### config.mk
export PLATFORM = sky130hd
export DESIGN_NAME = systolic_seq_ctrl
export DESIGN_NICKNAME = d
export VERILOG_FILES = /design/src/rtl/systolic_seq_ctrl.sv
export SDC_FILE = /design/constraint.sdc
export NUM_CORES = 1
export LEC_CHECK = 0
export BUFFER_PORTS_ARGS = -buffer_cell sky130_fd_sc_hd__buf_2
export CORE_MARGIN = 2
export CORE_UTILIZATION = 35
export CTS_CLUSTER_DIAMETER = 60
export DETAILED_ROUTE_END_ITERATION = 7
export PLACE_DENSITY = 0.79
export REMOVE_ABC_BUFFERS = 1
export SLEW_MARGIN = 20
export SYNTH_ARGS = -nofsm -noshare
export SYNTH_HDL_FRONTEND = slang
export SYNTH_SLANG_ARGS = --single-unit
### constraint.sdc
create_clock -name clk -period 2.6 [get_ports clk]
set_input_delay 0.26 -clock clk [delete_from_list [all_inputs] [get_ports clk]]
set_output_delay 0.26 -clock clk [all_outputs]
set_load 0.005 [all_outputs]
### src/rtl/systolic_seq_ctrl.sv
// Wishbone-controlled sequencer for the 3x3 weight-stationary systolic array.
// Optional busy-cycle counter on the CYCLES register: define SYSTOLIC_PERF_CNT_EN.
module systolic_seq_ctrl #(
  parameter logic [31:0] BASE_ADDRESS = 32'h3000_0100,
  parameter int          ARRAY_SIZE   = 3,
  parameter int          ADDR_W       = 8
) (
  input  logic              clk,
  input  logic              rst,
  input  logic              wb_stb_i,
  input  logic              wb_cyc_i,
  input  logic              wb_we_i,
  input  logic [3:0]        wb_sel_i,
  input  logic [31:0]       wb_dat_i,
  input  logic [31:0]       wb_adr_i,
  output logic              wb_ack_o,
  output logic [31:0]       wb_dat_o,
  output logic              arr_clr,
  output logic              w_load,
  output logic              act_rd_en,
  output logic [ADDR_W-1:0] act_rd_addr,
  output logic              arr_en,
  output logic              res_capture,
  output logic              irq
);

  localparam int DRAIN_LEN = 2 * ARRAY_SIZE;
  localparam int DCNT_W    = $clog2(DRAIN_LEN + 1);
  localparam logic [DCNT_W-1:0] DRAIN_LAST = DCNT_W'(DRAIN_LEN - 1);

  typedef enum logic [2:0] {
    S_IDLE   = 3'd0,
    S_CLEAR  = 3'd1,
    S_LOADW  = 3'd2,
    S_STREAM = 3'd3,
    S_DRAIN  = 3'd4,
    S_DONE   = 3'd5
  } state_t;

  state_t            r_state;
  state_t            w_stateNext;
  logic              r_ack;
  logic [ADDR_W-1:0] r_numCols;
  logic [ADDR_W-1:0] r_addr;
  logic [DCNT_W-1:0] r_drainCnt;
  logic              r_done;
  logic              r_err;
  logic              r_actRdEnD;

  logic        w_sel;
  logic        w_wr;
  logic        w_ctrlWr;
  logic        w_numWr;
  logic        w_start;
  logic        w_abort;
  logic        w_clrDone;
  logic        w_busy;
  logic        w_accept;
  logic        w_startErr;
  logic [31:0] w_status;
  logic [31:0] w_rdata;
  logic [31:0] w_cycles;
  logic        w_unused;

  // Register writes land on the ack cycle, while the master still holds the strobe.
  assign w_sel      = wb_stb_i & wb_cyc_i & (wb_adr_i[31:4] == BASE_ADDRESS[31:4]);
  assign w_wr       = r_ack & w_sel & wb_we_i;
  assign w_ctrlWr   = w_wr & (wb_adr_i[3:2] == 2'd0);
  assign w_numWr    = w_wr & (wb_adr_i[3:2] == 2'd2);
  assign w_start    = w_ctrlWr & wb_dat_i[0];
  assign w_abort    = w_ctrlWr & wb_dat_i[1];
  assign w_clrDone  = w_ctrlWr & wb_dat_i[2];
  assign w_busy     = (r_state != S_IDLE);
  assign w_accept   = (r_state == S_IDLE) & w_start & ~w_abort & (r_numCols != '0);
  assign w_startErr = (r_state == S_IDLE) & w_start & ~w_abort & (r_numCols == '0);
  assign w_unused   = ^{wb_sel_i, wb_adr_i[1:0], wb_dat_i[31:ADDR_W]};

  always_ff @(posedge clk) begin
    if (rst) r_ack <= 1'b0;
    else     r_ack <= w_sel & ~r_ack;
  end

  assign w_status = {21'd0, r_state, 5'd0, r_err, r_done, w_busy};

  always_comb begin
    w_rdata = '0;
    case (wb_adr_i[3:2])
      2'd1:    w_rdata = w_status;
      2'd2:    w_rdata = 32'(r_numCols);
      2'd3:    w_rdata = w_cycles;
      default: w_rdata = '0;
    endcase
  end

  assign wb_ack_o = r_ack;
  assign wb_dat_o = r_ack ? w_rdata : '0;

`ifdef SYSTOLIC_PERF_CNT_EN
  logic [31:0] r_cycles;

  always_ff @(posedge clk) begin
    if (rst)                                     r_cycles <= '0;
    else if (w_accept)                           r_cycles <= '0;
    else if (w_busy && r_cycles != 32'hFFFF_FFFF) r_cycles <= r_cycles + 32'd1;
  end

  assign w_cycles = r_cycles;
`else
  assign w_cycles = '0;
`endif

  always_comb begin
    w_stateNext = r_state;
    arr_clr     = 1'b0;
    w_load      = 1'b0;
    act_rd_en   = 1'b0;
    res_capture = 1'b0;
    case (r_state)
      S_IDLE:   if (w_accept) w_stateNext = S_CLEAR;
      S_CLEAR:  begin
        arr_clr     = 1'b1;
        w_stateNext = S_LOADW;
      end
      S_LOADW:  begin
        w_load      = 1'b1;
        w_stateNext = S_STREAM;
      end
      S_STREAM: begin
        act_rd_en = 1'b1;
        if (r_addr == r_numCols - ADDR_W'(1)) w_stateNext = S_DRAIN;
      end
      S_DRAIN:  if (r_drainCnt == DRAIN_LAST) w_stateNext = S_DONE;
      S_DONE:   begin
        res_capture = 1'b1;
        w_stateNext = S_IDLE;
      end
      default:  w_stateNext = S_IDLE;
    endcase
    if (w_abort && w_busy) w_stateNext = S_IDLE;
  end

  // The delayed read enable is dropped on abort so arr_en falls with the other strobes.
  always_ff @(posedge clk) begin
    if (rst) begin
      r_state    <= S_IDLE;
      r_actRdEnD <= 1'b0;
      r_addr     <= '0;
      r_drainCnt <= '0;
      r_numCols  <= '0;
      r_done     <= 1'b0;
      r_err      <= 1'b0;
    end else begin
      r_state    <= w_stateNext;
      r_actRdEnD <= act_rd_en & (w_stateNext != S_IDLE);
      if (r_state == S_LOADW && w_stateNext == S_STREAM)
        r_addr <= '0;
      else if (r_state == S_STREAM && w_stateNext == S_STREAM)
        r_addr <= r_addr + ADDR_W'(1);
      r_drainCnt <= (r_state == S_DRAIN) ? r_drainCnt + DCNT_W'(1) : '0;
      if (w_numWr && !w_busy) r_numCols <= wb_dat_i[ADDR_W-1:0];
      if (w_startErr) r_err <= 1'b1;
      if (w_accept || w_clrDone)
        r_done <= 1'b0;
      else if (r_state == S_DONE && !w_abort)
        r_done <= 1'b1;
    end
  end

  assign act_rd_addr = r_addr;
  assign arr_en      = r_actRdEnD | (r_state == S_DRAIN);
  assign irq         = r_done;

endmodule
==> qor.yml <==
slew_violations: 0
diodes: 0
setup_viol: 0
cts_sinks: 26
drtPass1Iterations: 4
io_buffers: 68
m1WireLength_mm: 1.84
crit_type: "register to register"
p_comb_frac: 0.083
vias_per_cell: 4.91
die_x_um: 76.1
overflow: 0
r2r-start: "r_numCols[0]$_SDFFE_PP0P_"
sw_frac_of_total: 0.224
ys_ff_latch: 26
synth.distinct_cells: 45
fin_util: 0.437
clkPwrFrac: 0.368
total_power_w: 0.000725
clock_latency_ns: 0.27
worstRegToRegCells: 9
max_stage_delay_ns: 0.51
cp_max_fo: 17
fmax_mhz: 442
vias: 1768
cellLeakagePower_nw: 1.03
hold_viol: 0
hp-class: "input pin to register"
layout_common_cells: "buf_2, dfxtp_1, conb_1"
drc_errors: 0
crit_slowest_cell: "or4_1"
end_kind: "register"
switchingPower_w: 0.000162
wl_met3_um: 194
synth_edf_count: 0
power_density_mw_per_mm2: 327
clock_path_buffers: 2
synth_area_leaders: "dfxtp_1, buf_4, mux2i_1, ha_1, nor2_1"
postCtsResizedCells: 0
cts-root-buf: "clkbuf_8"
dr_wl_met2_mm: 2.26
synth_top_area_share: 0.286
start_util: 0.359
status: "complete, no violations"
tns_ns: 0
period_share: 0.870
grt_setup_unrepaired: "no"
maxCapViolCount: 0
whs_ns: 0.216
skew_ns: 0.00495
core-area_mm2: 0.00507
top_layer: "met4"
cts.reportedPaths.clkPinSlew_ns: 0.09
postCtsHoldBufs: 0
synthFlopType: "dfxtp_1"
drive_gt1_frac: 0.276
r2r_end: "act_rd_addr[5]$_SDFFE_PP0P_"
grt.total_usage: 0.151
synth_cells: 223
min_period_ns: 2.26
wl_per_cell_um: 12.0
pwr-share-seq: 0.549
syn_area_per_cell_um2: 8.16
internal_power_w: 0.000563
vdd_drop_max_mv: 0.186
async_flop_share: 0
die_area_mm2: 0.00579
path_cells: "inv_1, ha_1, nand2b_1, a21o_1, a31oi_1, a211oi_2, buf_4, or4_1, a21oi_1"
cp_data_required_time_ns: 2.81
ys_seq_area_frac: 0.286
die_y_um: 76.1
wl_mm: 4.33
pin_count: 120
grt_max_degree: 19
numCtsBuffers: 3
start_kind: "register"
cts_tree: "built"
cp_data_arrival_time_ns: 2.47
cp.depth: 9
final_common_cell: "buf_2"
regToRegSetupSlack_ns: 0.34
antenna_left: 0
finalNetCount: 372
placed_area_mm2: 0.00216
h-tree-depth: 1
antenna_found_initial: 0
cts_setup_buffers: 0
fin_area_mm2: 0.00222
place_hpwl_mm: 3.38
gp_congestion: 0.799
grt_pass1_vias: 1643
synth_warnings: 0
yosys.area.top_type: "dfxtp_1"
synth_area_mm2: 0.00182
drtIter0Drc: 60
cp_top_family: "simple AND/OR/NAND/NOR gates"
crit_start: "r_numCols[0]$_SDFFE_PP0P_"
endpoint: "act_rd_addr[5]$_SDFFE_PP0P_"
rows: 26
syn2layout_area_growth_pct: 21.7
cp.buffers_inverters: 2
grt_pass1_wl_mm: 7.45
==> worst register-to-register path: stages (launching register included) <==
cell and delay, ns:
dfxtp_1 0.43, inv_1 0.09, ha_1 0.23, nand2b_1 0.16
a21o_1 0.19, a31oi_1 0.19, a211oi_2 0.06, buf_4 0.20
or4_1 0.51, a21oi_1 0.14
==> state kept, by name, indices dropped and copies added, names as in the netlist <==
name         flops
r_drainCnt       3
r_numCols        8
r_state          3
wb_ack_o         1
irq              1
act_rd_addr      8
r_actRdEnD       1
r_err            1
==> stage by stage <==
step | instances | setup WS, ns
after floorplan | 215 | 0.474
after global placement | 356 | 0.291
after detailed placement | 356 | 0.224
after CTS | 360 | 0.329
after global routing | 360 | 0.180
final | 360 | 0.339
==> cell usage after synthesis (all sizes together), types with 3 or more instances <==
cell type / instances
nand2b: 5
or4: 6
and3: 8
buf: 22
clkbuf: 6
nand3: 4
and2: 7
a22oi: 3
nor4: 8
nor3: 7
nor2b: 4
inv: 7
mux2i: 11
o21a: 3
nor3b: 3
dfxtp: 26
nor2: 20
xnor2: 4
a21oi: 11
or3: 4
ha: 8
o31ai: 3
xor2: 3
nor4b: 3
nand2: 14
==> kinds of logic (layout without fill, tap and decap cells) <==
logic type               Yosys count  count (layout)  synth area share
flip-flops                        26              26             0.286
multiplexers                      11              11            0.0605
AND/OR/NAND/NOR                  102             102             0.325
XOR/XNOR                           7               7            0.0337
other                              1              21           0.00206
AO/OA/AOI/OAI                     33              33             0.122
buffers and inverters             35              82             0.116
adder cells (fa/ha/maj)            8               8            0.0550
==> final cells by class <==
cell class,count,area [um^2]
fill,506,2860
multi-input combinational,182,1160
sequential,26,520
timing repair buffer,71,363
tap,70,87.6
clock buffer,4,55.1
inverter,7,26.3
==> worst min-delay path by stage <==
stage | from | to | slack [ns] | cells past startpoint
2_1_floorplan | rst | r_err$_SDFFE_PP0P_ | 0.33 | 1
3_3_place_gp | r_drainCnt[0]$_SDFF_PP0_ | r_drainCnt[0]$_SDFF_PP0_ | 0.43 | 1
3_5_place_dp | r_drainCnt[0]$_SDFF_PP0_ | r_drainCnt[0]$_SDFF_PP0_ | 0.45 | 1
4_1_cts | wb_dat_i[6] | r_numCols[6]$_SDFFE_PP0P_ | 0.22 | 3
5_1_grt | wb_dat_i[3] | r_numCols[3]$_SDFFE_PP0P_ | 0.22 | 3
6_report | wb_dat_i[6] | r_numCols[6]$_SDFFE_PP0P_ | 0.22 | 3
==> power by group through the flow <==
stage	combinational (W)	clock [W]	sequential, W
finish	0.0000602	0.000267	0.000398
global route	0.0000683	0.000292	0.000398
CTS	0.0000598	0.000277	0.000398
detailed placement	0.0000595	0	0.000407
global placement	0.0000582	0	0.000407
floorplan	0.0000201	0	0.000407
==> metal layers <==
metal / vias to the layer above / GRT usage
li1: 892 / -
met1: 836 / 0.176
met3: 2 / 0.0320
met2: 38 / 0.279
met5: - / 0
met4: 0 / 0.0382
(Power assumes the default switching activity.)
